File: src/rtl/rv_mem_pkg.sv
// rtl/rv_mem_pkg.sv - shared owner encoding and default widths for the unified memory port
package rv_mem_pkg;

  localparam int ADDR_W_DEF = 32;
  localparam int DATA_W_DEF = 32;

  typedef enum logic [1:0] {
    OWN_NONE = 2'd0,
    OWN_IF   = 2'd1,
    OWN_LS   = 2'd2
  } own_e;

endpackage

File: src/rtl/arb_starve_cnt.sv
// rtl/arb_starve_cnt.sv - saturating count of consecutive IF stall cycles
module arb_starve_cnt #(
  parameter int MAX_WAIT = 4
) (
  input  logic i_clk,
  input  logic i_rst,
  input  logic i_if_req,
  input  logic i_if_gnt,
  output logic o_force
);

  localparam int CW = $clog2(MAX_WAIT + 1);
  localparam logic [CW-1:0] CNT_MAX = CW'(MAX_WAIT);

  logic [CW-1:0] cnt;

  always_ff @(posedge i_clk or posedge i_rst) begin
    if (i_rst) begin
      cnt <= '0;
    end else if (!i_if_req || i_if_gnt) begin
      cnt <= '0;
    end else if (cnt != CNT_MAX) begin
      cnt <= cnt + 1'b1;
    end
  end

  assign o_force = (cnt == CNT_MAX);

endmodule

File: src/rtl/mem_port_arbiter.sv
// rtl/mem_port_arbiter.sv - IF/LS arbiter for one single-port memory with 1-cycle read return
// Optional IF starvation guard: MEM_ARB_STARVE_GUARD_EN
module mem_port_arbiter
  import rv_mem_pkg::*;
#(
  parameter int ADDR_W   = ADDR_W_DEF,
  parameter int DATA_W   = DATA_W_DEF,
  parameter int MAX_WAIT = 4
) (
  input  logic                i_clk,
  input  logic                i_rst,
  input  logic                i_if_req,
  input  logic [ADDR_W-1:0]   i_if_add,
  output logic                o_if_gnt,
  output logic                o_if_rvalid,
  output logic [DATA_W-1:0]   o_if_rdata,
  input  logic                i_ls_req,
  input  logic                i_ls_we,
  input  logic [ADDR_W-1:0]   i_ls_add,
  input  logic [DATA_W-1:0]   i_ls_wdata,
  input  logic [DATA_W/8-1:0] i_ls_be,
  output logic                o_ls_gnt,
  output logic                o_ls_rvalid,
  output logic [DATA_W-1:0]   o_ls_rdata,
  output logic                o_mem_en,
  output logic                o_mem_we,
  output logic [ADDR_W-1:0]   o_mem_add,
  output logic [DATA_W-1:0]   o_mem_wdata,
  output logic [DATA_W/8-1:0] o_mem_be,
  input  logic [DATA_W-1:0]   i_mem_rdata
);

  own_e resp_own, resp_own_nxt;
  logic if_force;

`ifdef MEM_ARB_STARVE_GUARD_EN
  arb_starve_cnt #(.MAX_WAIT(MAX_WAIT)) u_starve_cnt (
    .i_clk    (i_clk),
    .i_rst    (i_rst),
    .i_if_req (i_if_req),
    .i_if_gnt (o_if_gnt),
    .o_force  (if_force)
  );
`else
  assign if_force = (MAX_WAIT < 0);
`endif

  always_ff @(posedge i_clk or posedge i_rst) begin
    if (i_rst) begin
      resp_own <= OWN_NONE;
    end else begin
      resp_own <= resp_own_nxt;
    end
  end

  // Grants are the only source of memory activity; reset masks both.
  always_comb begin
    o_if_gnt = 1'b0;
    o_ls_gnt = 1'b0;
    if (!i_rst) begin
      if (i_if_req && (if_force || !i_ls_req)) begin
        o_if_gnt = 1'b1;
      end else if (i_ls_req) begin
        o_ls_gnt = 1'b1;
      end
    end
  end

  always_comb begin
    o_mem_en     = 1'b0;
    o_mem_we     = 1'b0;
    o_mem_add    = '0;
    o_mem_wdata  = '0;
    o_mem_be     = '0;
    resp_own_nxt = OWN_NONE;
    if (o_ls_gnt) begin
      o_mem_en     = 1'b1;
      o_mem_we     = i_ls_we;
      o_mem_add    = i_ls_add;
      o_mem_wdata  = i_ls_wdata;
      o_mem_be     = i_ls_be;
      resp_own_nxt = i_ls_we ? OWN_NONE : OWN_LS;
    end else if (o_if_gnt) begin
      o_mem_en     = 1'b1;
      o_mem_add    = i_if_add;
      o_mem_be     = '1;
      resp_own_nxt = OWN_IF;
    end
  end

  // Read data is steered by who owned last cycle's access, not by this cycle's grant.
  assign o_if_rvalid = (resp_own == OWN_IF);
  assign o_ls_rvalid = (resp_own == OWN_LS);
  assign o_if_rdata  = o_if_rvalid ? i_mem_rdata : '0;
  assign o_ls_rdata  = o_ls_rvalid ? i_mem_rdata : '0;

endmodule

File: config.mk
export PLATFORM = sky130hd
export DESIGN_NAME = mem_port_arbiter
export DESIGN_NICKNAME = d
export VERILOG_FILES = /design/src/rtl/rv_mem_pkg.sv /design/src/rtl/arb_starve_cnt.sv /design/src/rtl/mem_port_arbiter.sv
export SDC_FILE = /design/constraint.sdc
export NUM_CORES = 1
export LEC_CHECK = 0
export ABC_CLOCK_PERIOD_IN_PS = 1000
export BUFFER_PORTS_ARGS = -buffer_cell sky130_fd_sc_hd__buf_4
export CAP_MARGIN = 0
export CELL_PAD_IN_SITES_DETAIL_PLACEMENT = 1
export CELL_PAD_IN_SITES_GLOBAL_PLACEMENT = 1
export CORE_MARGIN = 10
export CORE_UTILIZATION = 11
export DETAILED_ROUTE_END_ITERATION = 8
export PLACE_DENSITY = 0.76
export SETUP_SLACK_MARGIN = 0.05
export SYNTH_ARGS = -nofsm -noshare
export SYNTH_HDL_FRONTEND = slang
export SYNTH_HIERARCHICAL = 1
export SYNTH_SLANG_ARGS = --single-unit
File: constraint.sdc
create_clock -name i_clk -period 1 [get_ports i_clk]
set_input_delay 0.1 -clock i_clk [delete_from_list [all_inputs] [get_ports i_clk]]
set_output_delay 0.1 -clock i_clk [all_outputs]
set_load 0.02 [all_outputs]
==> metrics.md, run 1 <==
| Metric | Value |
|---|---|
| Fillers | `1182` |
| Slew Viols, Final | `0` |
| Min-Delay Startpoint | `i_ls_we` |
| Status | `complete, but fails checks` |
| Syn Nets | `308` |
| Die height | `123.8 um` |
| Ant diodes | `0` |
| Clock Path Buffers | `2` |
| Initial Utilization | `0.1138` |
| I/O pin total | `275` |
| Mapped Avg Cell Area | `6.929 um2` |
| Total of max-cap violations | `0` |
| PnR worst setup slack | `-0.3557 ns` |
| Sink Count | `2` |
| PD cells | `501.1 nW/um2` |
| Largest net degree at the start of global routing | `29` |
| Die Wd | `123.8 um` |
| Seq cells post-synth | `2` |
| Total track usage | `0.1497` |
| Crit path cell chain | `nor2b_4, buf_12, and2_2, buf_4` |
| Core Box Area | `10420 um2` |
| Fin area | `4638 um2` |
| Adder-cell share of the synthesized area | `0` |
| Maximum VDD drop | `253.7 uV` |
| Worst min path class | `input port to flop` |
| Dpl cells | `574` |
| Post-synthesis mux area share | `0` |
| Synth Area in XOR/XNOR | `0` |
| Actual slew at the worst max-slew pin | `0.1884 ns` |
| Hold path cells | `2` |
| H-Tree Depth | `1` |
| Max frequency | `737.6 MHz` |
| Clock-pin slew on the worst setup and hold paths | `0.03 ns` |
| First-pass GRT wire length | `17670 um` |
| Grt total ovfl | `0` |
| Final setup violation count | `120` |
| Clk root buf | `clkbuf_8` |
| Synth warn | `6` |
| Commonest non-fill, non-tap cells in the layout | `buf_4 (149), buf_6 (140), and2_4 (58)` |
| Post-synthesis sequential area ratio | `0.04224` |
| Biggest register | `resp_own` |
| Critical path startpoint category | `flop` |
| Fin cells | `597` |
| CTS tree | `yes` |
| Simple-gate share of the synthesized area | `0.5692` |
| Unique masters post-synth | `13` |
| DRT antenna net count | `0` |
| CP Data Arrival Time | `1.26 ns` |
| Hold Path End | `resp_own[1]` |
| Max-slew headroom | `0.8741` |
| Multi-input logic area | `1295 um2` |
| Post-layout min period | `1.356 ns` |
| Period utilization | `1.356` |
| Main combinational cell family by area after synthesis | `simple AND/OR/NAND/NOR gates` |
| Crit. End Element | `primary output` |
| Commonest non-fill, non-tap cell in the layout | `buf_4` |
| Routed WL | `13030 um` |
| Via count | `2555` |
| Max FFs per register | `2` |
| Vias per cell | `4.280` |
| RSZ-0062 raised after global routing | `yes` |
| Crit path required time | `0.90 ns` |
| Layout cells sized above 1 | `0.9631` |
| Area growth from synthesis to layout | `291.4%` |
| CP bufs+invs | `2` |
| Core Rows | `37` |
| Post-synthesis compound-gate area fraction | `0.2872` |
| CP Class | `flop to primary output` |
| Vias in the first global route | `3025` |
| Synthesized area | `1185 um2` |
| Hpwl dp | `9934 um` |
| Final RePlAce weighted congestion | `0.8202` |
| Total CTS buffers | `3` |
| IO buf count | `274` |
| Worst-path fanout max | `28` |
| Register area | `50.05 um2` |
| Initial antenna violation count | `0` |
| Failing checks | `setup timing` |
| Die area | `15320 um2` |
| Crit path max-delay family | `flip-flops` |
| Hold Violations, Final | `0` |
| Initial drt markers | `70` |
| Routed WL per cell | `21.82 um` |
| Post-Synthesis Cells | `171` |
| Nets | `600` |
| Slowest CP cell | `dfrtp_1` |
| Regs by FF count | `resp_own x2` |
| First drt pass iteration count | `4` |
| Slowest Stage Delay on Critical Path | `0.39 ns` |
| DP Area | `3627 um2` |
| Drc violations | `0` |
| P_leak | `2.496 nW` |
-- cells by family (layout without fill, tap and decap cells) --
group	count (synthesis)	after routing
AND/OR/NAND/NOR	111	111
AO/OA/AOI/OAI	36	36
flip-flops	2	2
buffers and inverters	22	312
-- power by group --
group,switching (mW),internal [mW],total [mW]
Clock,0.0625,0.254,0.317
Sequential,0.00339,0.0847,0.0881
Combinational,0.794,1.13,1.92
-- final cells by class --
type                            count  area share
Timing Repair Buffer              308      0.6636
Multi-Input combinational cell    147      0.2792
Tap cell                          136     0.03669
Sequential cell                     2     0.01079
Clock buffer                        3    0.008902
Inverter                            1   0.0008093
-- synthesized netlist by cell type --
master | number | area [um2]
nand2b_1 | 1 | 6.260
and2_1 | 97 | 606.8
a32o_1 | 32 | 320.3
nor2b_2 | 1 | 8.760
nor2_1 | 5 | 18.77
clkbuf_1 | 11 | 41.29
nand2_1 | 4 | 15.01
a21oi_1 | 4 | 20.02
buf_6 | 4 | 45.04
nor2b_1 | 3 | 18.77
dfrtp_1 | 2 | 50.05
buf_2 | 6 | 30.03
inv_1 | 1 | 3.750
-- worst max path at each step --
stage / cells past startpoint / slack, ns / to / from
after floorplan: 3 / -0.02 / o_if_rdata[10] / resp_own[1]
after global placement: 4 / -0.14 / o_ls_rdata[8] / resp_own[1]
after detailed placement: 4 / -0.16 / o_ls_rdata[9] / resp_own[1]
after CTS: 4 / -0.36 / o_if_rdata[8] / resp_own[0]
after global routing: 4 / -0.41 / o_ls_rdata[9] / resp_own[1]
final: 4 / -0.36 / o_if_rdata[8] / resp_own[0]
-- per-layer routing --
metal	routed length, um	global-route usage	vias up
li1	-	-	1179
met1	4166	0.1403	1192
met2	7006	0.2894	180
met3	1733	0.06561	4
met4	119	0.03712	0
met5	0	0	-
-- what timing repair did --
| item | in CTS | in global routing |
|---|---|---|
| hold endpoints to repair | 2 | 0 |
| endpoints found under the setup margin | 132 | 135 |
| gates resized for setup | 192 | 24 |
| cloned | 10 | 1 |
| buffers inserted | 12 | 5 |
| pin swaps | 38 | 25 |
| hold buffers | 1 | 0 |
-- through the flow --
stage | TNS, ns | worst slack (ns) | total power [mW] | util | hold slack [ns]
finish | -24.48 | -0.3557 | 2.324 | 0.4453 | 0.08322
global route | -29.35 | -0.4133 | 2.442 | 0.4453 | 0.08040
CTS | -28.35 | -0.3648 | 2.357 | 0.4489 | 0.07747
detailed placement | -10.51 | -0.1599 | 1.596 | 0.3482 | 0.1520
global placement | -8.459 | -0.1359 | 1.569 | 0.3482 | 0.1466
floorplan | -0.9509 | -0.01902 | 0.7273 | - | 0.01183
Note: power is estimated with default switching activity, not from simulation.
==> inputs of run 2 (changes only) <==
Settings changed: ABC_AREA from default to 1, CORE_UTILIZATION 11 to 10, PLACE_DENSITY 0.76 to 0.73.
==> run 2 against run 1 <==
Effect of this change:
- the flow still finishes with violations (setup timing)
- sequential power hardly changed
- utilization increased by 5.8 points
- critical path depth increased by 1
- final area up 36%
- via count rose by 25%
- sequential share of layout area is 0.26 points lower
- final cell count increased by 31%
- worst setup slack got worse by 0.0068 ns
- power up 40%
- clock-buffer cell count stayed put
- synthesized cell count grew 77%
- maximum frequency decreased by 0.50%
- largest power group unchanged
==> metrics.md, run 2 <==
| Metric | Value |
|---|---|
| Drc violations | `0` |
| Initial antenna violation count | `0` |
| Final setup violation count | `138` |
| Largest net degree at the start of global routing | `24` |
| Clk root buf | `clkbuf_16` |
| Nets | `750` |
| Share of the synthesized area in the top cell type | `0.2938` |
| Post-Synthesis Cells | `303` |
| Sink Count | `2` |
| Slew Viols, Final | `0` |
| Via count | `3181` |
| Biggest register | `resp_own` |
| Switching power share of the total | `0.4234` |
| Routed WL per cell | `20.59 um` |
| Clock share of power | `0.183` |
| Mapped Avg Cell Area | `4.175 um2` |
| I/O pin total | `275` |
| PnR worst setup slack | `-0.3625 ns` |
| Multi-input logic area | `2173 um2` |
| Power Internal | `1.876 mW` |
| Post-synth top cells | `nor2_1 (99), nand2_1 (75), inv_1 (72)` |
| Commonest non-fill, non-tap cells in the layout | `buf_6 (146), buf_4 (143), nor2_4 (96)` |
| Dpl cells | `742` |
| DRT antenna net count | `0` |
| Main synth FF type | `dfrtp_1` |
| Worst-path fanout max | `6` |
| Total track usage | `0.1759` |
| Crit path max-delay family | `flip-flops` |
| Seq pwr share | `0.027` |
| Hold Violations, Final | `0` |
| CP Data Arrival Time | `1.26 ns` |
| Status | `complete, but fails checks` |
| First-pass GRT wire length | `24480 um` |
| Synthesized area | `1265 um2` |
| Failing checks | `setup timing` |
| Setup TNS Final | `-28.53 ns` |
| Post-synthesis sequential area ratio | `0.03956` |
| Clock Path Buffers | `2` |
| Pwr Total | `3.253 mW` |
| First drt pass iteration count | `4` |
| Total CTS buffers | `3` |
| Routed WL | `16120 um` |
| Max frequency | `734.0 MHz` |
| Max-slew headroom | `0.8104` |
| H-Tree Depth | `1` |
| Layout cells sized above 1 | `0.8756` |
| Core Box Area | `12520 um2` |
| Unique masters post-synth | `11` |
| Clock-pin slew on the worst setup and hold paths | `0.03 ns` |
| Most common cell in the netlist | `nor2_1` |
| Initial Utilization | `0.1011` |
| Fin cells | `783` |
| CP Class | `flop to primary output` |
| P_leak | `3.194 nW` |
| Area growth from synthesis to layout | `397.8%` |
| Max FFs per register | `2` |
| Fillers | `1421` |
| Synth warn | `6` |
| Crit. End Element | `primary output` |
| Period utilization | `1.362` |
| Critical path startpoint category | `flop` |
| Worst min path class | `input port to flop` |
| Total of max-cap violations | `0` |
| CTS tree | `yes` |
| PD cells | `516.6 nW/um2` |
| RSZ-0062 raised after global routing | `yes` |
| Syn Nets | `440` |
| Synth area leader | `nor2_1` |
| Commonest non-fill, non-tap cell in the layout | `buf_6` |
| Grt total ovfl | `0` |
| Die area | `17550 um2` |
| Crit path cell chain | `nor2_4, inv_4, buf_4, nor2_2, buf_6` |
| Hpwl dp | `10430 um` |
| Final RePlAce weighted congestion | `0.7517` |
| Post-layout min period | `1.362 ns` |
| Actual slew at the worst max-slew pin | `0.2843 ns` |
| Regs by FF count | `resp_own x2` |
| Crit path required time | `0.90 ns` |
| Synth top area cells | `nor2_1 (29%), nand2_1 (22%), inv_1 (21%)` |
| IO buf count | `274` |
| Maximum VDD drop | `294.0 uV` |
| Seq cells post-synth | `2` |
| CP bufs+invs | `3` |
| Worst hold slack | `0.04979 ns` |
| Slowest CP cell | `dfrtp_2` |
| Slowest Stage Delay on Critical Path | `0.43 ns` |
| Die height | `132.5 um` |
| Register area | `51.30 um2` |
| Initial drt markers | `60` |
| NetSw | `1.377 mW` |
| Vias in the first global route | `3945` |
| Fraction of registers with async set or reset after synthesis | `1.000` |
| Post-synth EDFFs | `0` |
| Core Rows | `41` |
| Die Wd | `132.5 um` |
| Combinational power share | `0.790` |
| Vias per cell | `4.063` |
| Ant diodes | `0` |
## run 2: changes by cell type in the layout (fill, tap and decap cells not counted), sizes merged, moves of 4 or more
| cell | delta |
|---|---|
| and2 | -97 |
| nor2 | +96 |
| nor2b | -4 |
| inv | +72 |
| nand3 | +32 |
| a21oi | -4 |
| a32o | -32 |
| buf | +18 |
| nand2 | +71 |
## run 2: what timing repair did
action	in CTS	in global routing
endpoints found under the setup margin	137	138
endpoints found under the hold margin	2	0
pin swaps	33	34
cloned	17	0
setup buffers	25	3
hold buffers	1	0
gates resized for setup	356	68
## run 2: final timing paths
check | from | end | slack (ns) | cells after the start
setup / recovery | resp_own[1] | o_if_rdata[0] | -0.36 | 5
hold / removal | i_ls_we | resp_own[1] | 0.05 | 2
max in group asynchronous | i_rst | resp_own[1] | 0.43 | 4
min in group asynchronous | i_rst | resp_own[1] | 0.44 | 4
## run 2: power by group through the flow
stage / clock (mW) / combinational (mW) / sequential [mW]
after floorplan: 0 / 0.764 / 0.0872
after global placement: 0 / 1.62 / 0.0885
after detailed placement: 0 / 1.66 / 0.0885
after CTS: 0.614 / 2.51 / 0.0879
after global routing: 0.621 / 2.71 / 0.0882
final: 0.596 / 2.57 / 0.0880
## run 2: cell families (layout without fill, tap and decap cells)
logic type / Yosys count / in the layout / share of synthesized area
buffers and inverters: 93 / 401 / 0.3076
flip-flops: 2 / 2 / 0.03957
AND/OR/NAND/NOR: 208 / 208 / 0.6528
## run 2: area by class of cell
type | count | share of cell area
clock buffers | 3 | 0.01192
inverters | 73 | 0.04669
multi-input cells | 208 | 0.3451
flip-flops and latches | 2 | 0.008146
well taps | 172 | 0.03417
repair buffers | 325 | 0.5539
## run 2: layer usage
layer  up-vias  GRT usage  wire (um)
met4         0    0.04829        315
met2       178     0.3432       9151
met1      1504     0.1673       5199
met3        16    0.06510       1452
met5         -          0          0
li1       1483          -          -
## run 2: through the flow
step                  util  cell area, um2  setup slack [ns]
floorplan                -            1772          -0.06960
global placement    0.3260            4080           -0.1414
detailed placement  0.3260            4080           -0.1701
CTS                 0.4918            6156           -0.3644
global route        0.5031            6297           -0.4067
finish              0.5031            6297           -0.3625
==> inputs of run 3 (changes only) <==
Settings changed: MAX_ROUTING_LAYER from default to met4, SYNTH_HIERARCHICAL 1 to default.
==> run 3 against run 2 <==
Effect of this change:
- the flow still finishes with violations (setup timing)
- final cell count stayed put
- worst setup slack improved by 0.00058 ns
- synthesized area is the same
- combinational power barely moved
- die area is the same
- sequential power about the same
- wire length about the same
- non-clock buffer count did not move
- global-route usage rose by 0.49 points
==> metrics.md, run 3 <==
| Metric | Value |
|---|---|
| Critical path startpoint category | `flop` |
| Min-Delay Startpoint | `i_ls_we` |
| Clock share of power | `0.183` |
| Vias per cell | `4.072` |
| PnR worst setup slack | `-0.3619 ns` |
| Initial drt markers | `63` |
| Syn Nets | `440` |
| Actual slew at the worst max-slew pin | `0.2815 ns` |
| Post-synthesis sequential area ratio | `0.03956` |
| NetSw | `1.379 mW` |
| Nets | `750` |
| DRT antenna net count | `0` |
| Grt total ovfl | `0` |
| RSZ-0062 raised after global routing | `yes` |
| Final RePlAce weighted congestion | `0.7613` |
| Biggest register | `resp_own` |
| Initial Utilization | `0.1011` |
| Initial antenna violation count | `0` |
| Final core occ | `0.5031` |
| Combinational power share | `0.790` |
| PD cells | `516.8 nW/um2` |
| Main combinational cell family by area after synthesis | `simple AND/OR/NAND/NOR gates` |
| Sink Count | `2` |
| Area growth from synthesis to layout | `397.8%` |
| Largest net degree at the start of global routing | `24` |
| Post-synthesis mux area share | `0` |
| Total of max-cap violations | `0` |
| Clk root buf | `clkbuf_16` |
| Ant diodes | `0` |
| Hold Violations, Final | `0` |
| Die Wd | `132.5 um` |
| Fin cells | `783` |
| Main synth FF type | `dfrtp_1` |
| Post-synth top cells | `nor2_1 (99), nand2_1 (75), inv_1 (72)` |
| First drt pass iteration count | `4` |
| Slowest Stage Delay on Critical Path | `0.42 ns` |
| Slew Viols, Final | `0` |
| Synthesized area | `1265 um2` |
| Simple-gate share of the synthesized area | `0.6528` |
| Total CTS buffers | `3` |
| Seq pwr share | `0.027` |
| Synth warn | `0` |
| Via count | `3188` |
| Dpl cells | `742` |
| CP Class | `flop to primary output` |
| Commonest non-fill, non-tap cells in the layout | `buf_6 (146), buf_4 (143), nor2_4 (96)` |
| Crit path cell chain | `nor2_4, inv_4, buf_4, nor2_2, buf_6` |
| Status | `complete, but fails checks` |
| Max-slew headroom | `0.8124` |
| Seq cells post-synth | `2` |
| First-pass GRT wire length | `24320 um` |
| Hpwl dp | `10430 um` |
| H-Tree Depth | `1` |
| Post-synthesis compound-gate area fraction | `0` |
| Hold path cells | `2` |
| Period utilization | `1.362` |
| Post-layout min period | `1.362 ns` |
| Pwr Total | `3.254 mW` |
| Core Box Area | `12520 um2` |
| Fraction of registers with async set or reset after synthesis | `1.000` |
| Routed WL per cell | `20.57 um` |
| Multi-input logic area | `2173 um2` |
| Maximum VDD drop | `293.9 uV` |
| Fin area | `6297 um2` |
| Regs by FF count | `resp_own x2` |
| Crit. End Element | `primary output` |
| CP Data Arrival Time | `1.26 ns` |
| Clock-pin slew on the worst setup and hold paths | `0.03 ns` |
| Setup TNS Final | `-28.57 ns` |
| CTS tree | `yes` |
| Post-synth EDFFs | `0` |
| Synth top area cells | `nor2_1 (29%), nand2_1 (22%), inv_1 (21%)` |
| Max frequency | `734.3 MHz` |
| Drc violations | `0` |
| Slowest CP cell | `dfrtp_2` |
| Vias in the first global route | `3958` |
| DP Area | `4080 um2` |
| Share of the synthesized area in the top cell type | `0.2938` |
| Worst-path fanout max | `6` |
| Synth Area in XOR/XNOR | `0` |
| Most common cell in the netlist | `nor2_1` |
| Die height | `132.5 um` |
| Layout cells sized above 1 | `0.8756` |
| Post-Synthesis Cells | `303` |
| P_leak | `3.194 nW` |
| Adder-cell share of the synthesized area | `0` |
| Clock Path Buffers | `2` |
| I/O pin total | `275` |
| Unique masters post-synth | `11` |
| Worst min path class | `input port to flop` |
| Final setup violation count | `138` |
| Commonest non-fill, non-tap cell in the layout | `buf_6` |
| Register area | `51.30 um2` |
| Fillers | `1421` |
| Max FFs per register | `2` |
| Power Internal | `1.876 mW` |
| Switching power share of the total | `0.4236` |
| Total track usage | `0.1809` |
| Hold Path End | `resp_own[1]` |
| Mapped Avg Cell Area | `4.175 um2` |
| Core Rows | `41` |
| Failing checks | `setup timing` |
| Crit path required time | `0.90 ns` |
| IO buf count | `274` |
| Routed WL | `16110 um` |
| Synth area leader | `nor2_1` |
| Die area | `17550 um2` |
-- run 3: cell counts after synthesis --
Identical to the previous run, type by type.
-- run 3: worst max-delay path by stage --
stage,from,end,slack [ns],cells after the start
6_report,resp_own[1],o_if_rdata[0],-0.36,5
5_1_grt,resp_own[0],o_ls_rdata[31],-0.41,5
4_1_cts,resp_own[1],o_if_rdata[0],-0.36,5
3_5_place_dp,resp_own[0],o_if_rdata[6],-0.17,6
3_3_place_gp,resp_own[0],o_if_rdata[9],-0.14,6
2_1_floorplan,resp_own[0],o_ls_rdata[10],-0.07,4
-- run 3: worst max-delay path, delay by kind of cell (launching register included) --
family,cells,cell delay [ns]
flip-flops,1,0.42
buffers and inverters,3,0.37
AND/OR/NAND/NOR,2,0.24
-- run 3: layout make-up --
type                    instances  share of cell area
multi-input cells             208              0.3451
clock buffers                   3             0.01192
inverters                      73             0.04669
well taps                     172             0.03417
flip-flops and latches          2            0.008146
repair buffers                325              0.5539
-- run 3: power groups by stage --
stage | registers [mW] | logic [mW] | clock network [mW]
4_1_cts | 0.0879 | 2.51 | 0.614
2_1_floorplan | 0.0872 | 0.764 | 0
5_1_grt | 0.0882 | 2.71 | 0.621
3_5_place_dp | 0.0885 | 1.66 | 0
3_3_place_gp | 0.0885 | 1.62 | 0
6_report | 0.0880 | 2.57 | 0.597
-- run 3: per-layer routing --
layer | part of all wire | vias to the layer above | GRT usage
li1 | - | 1480 | -
met1 | 0.34 | 1506 | 0.1754
met2 | 0.56 | 184 | 0.3426
met3 | 0.074 | 18 | 0.05223
met4 | 0.022 | 0 | 0.04829
met5 | 0 | - | -
-- run 3: through the flow --
stage	hold WS [ns]	worst slack, ns
2_1_floorplan	-0.1588	-0.06960
3_3_place_gp	0.1272	-0.1414
3_5_place_dp	0.1302	-0.1701
4_1_cts	0.05256	-0.3644
5_1_grt	0.05694	-0.4067
6_report	0.04987	-0.3619
-- run 3: cells by family after synthesis --
kind of cell / count (synthesis)
and+or+nand+nor: 208
DFF: 2
buffers and inverters: 93
-- run 3: what timing repair did --
action,in CTS,in global routing
buffers inserted,25,3
hold buffers,1,0
pin swaps,33,34
resized for setup,356,68
endpoints found under the setup margin,137,138
hold endpoints to repair,2,0
cloned,17,0
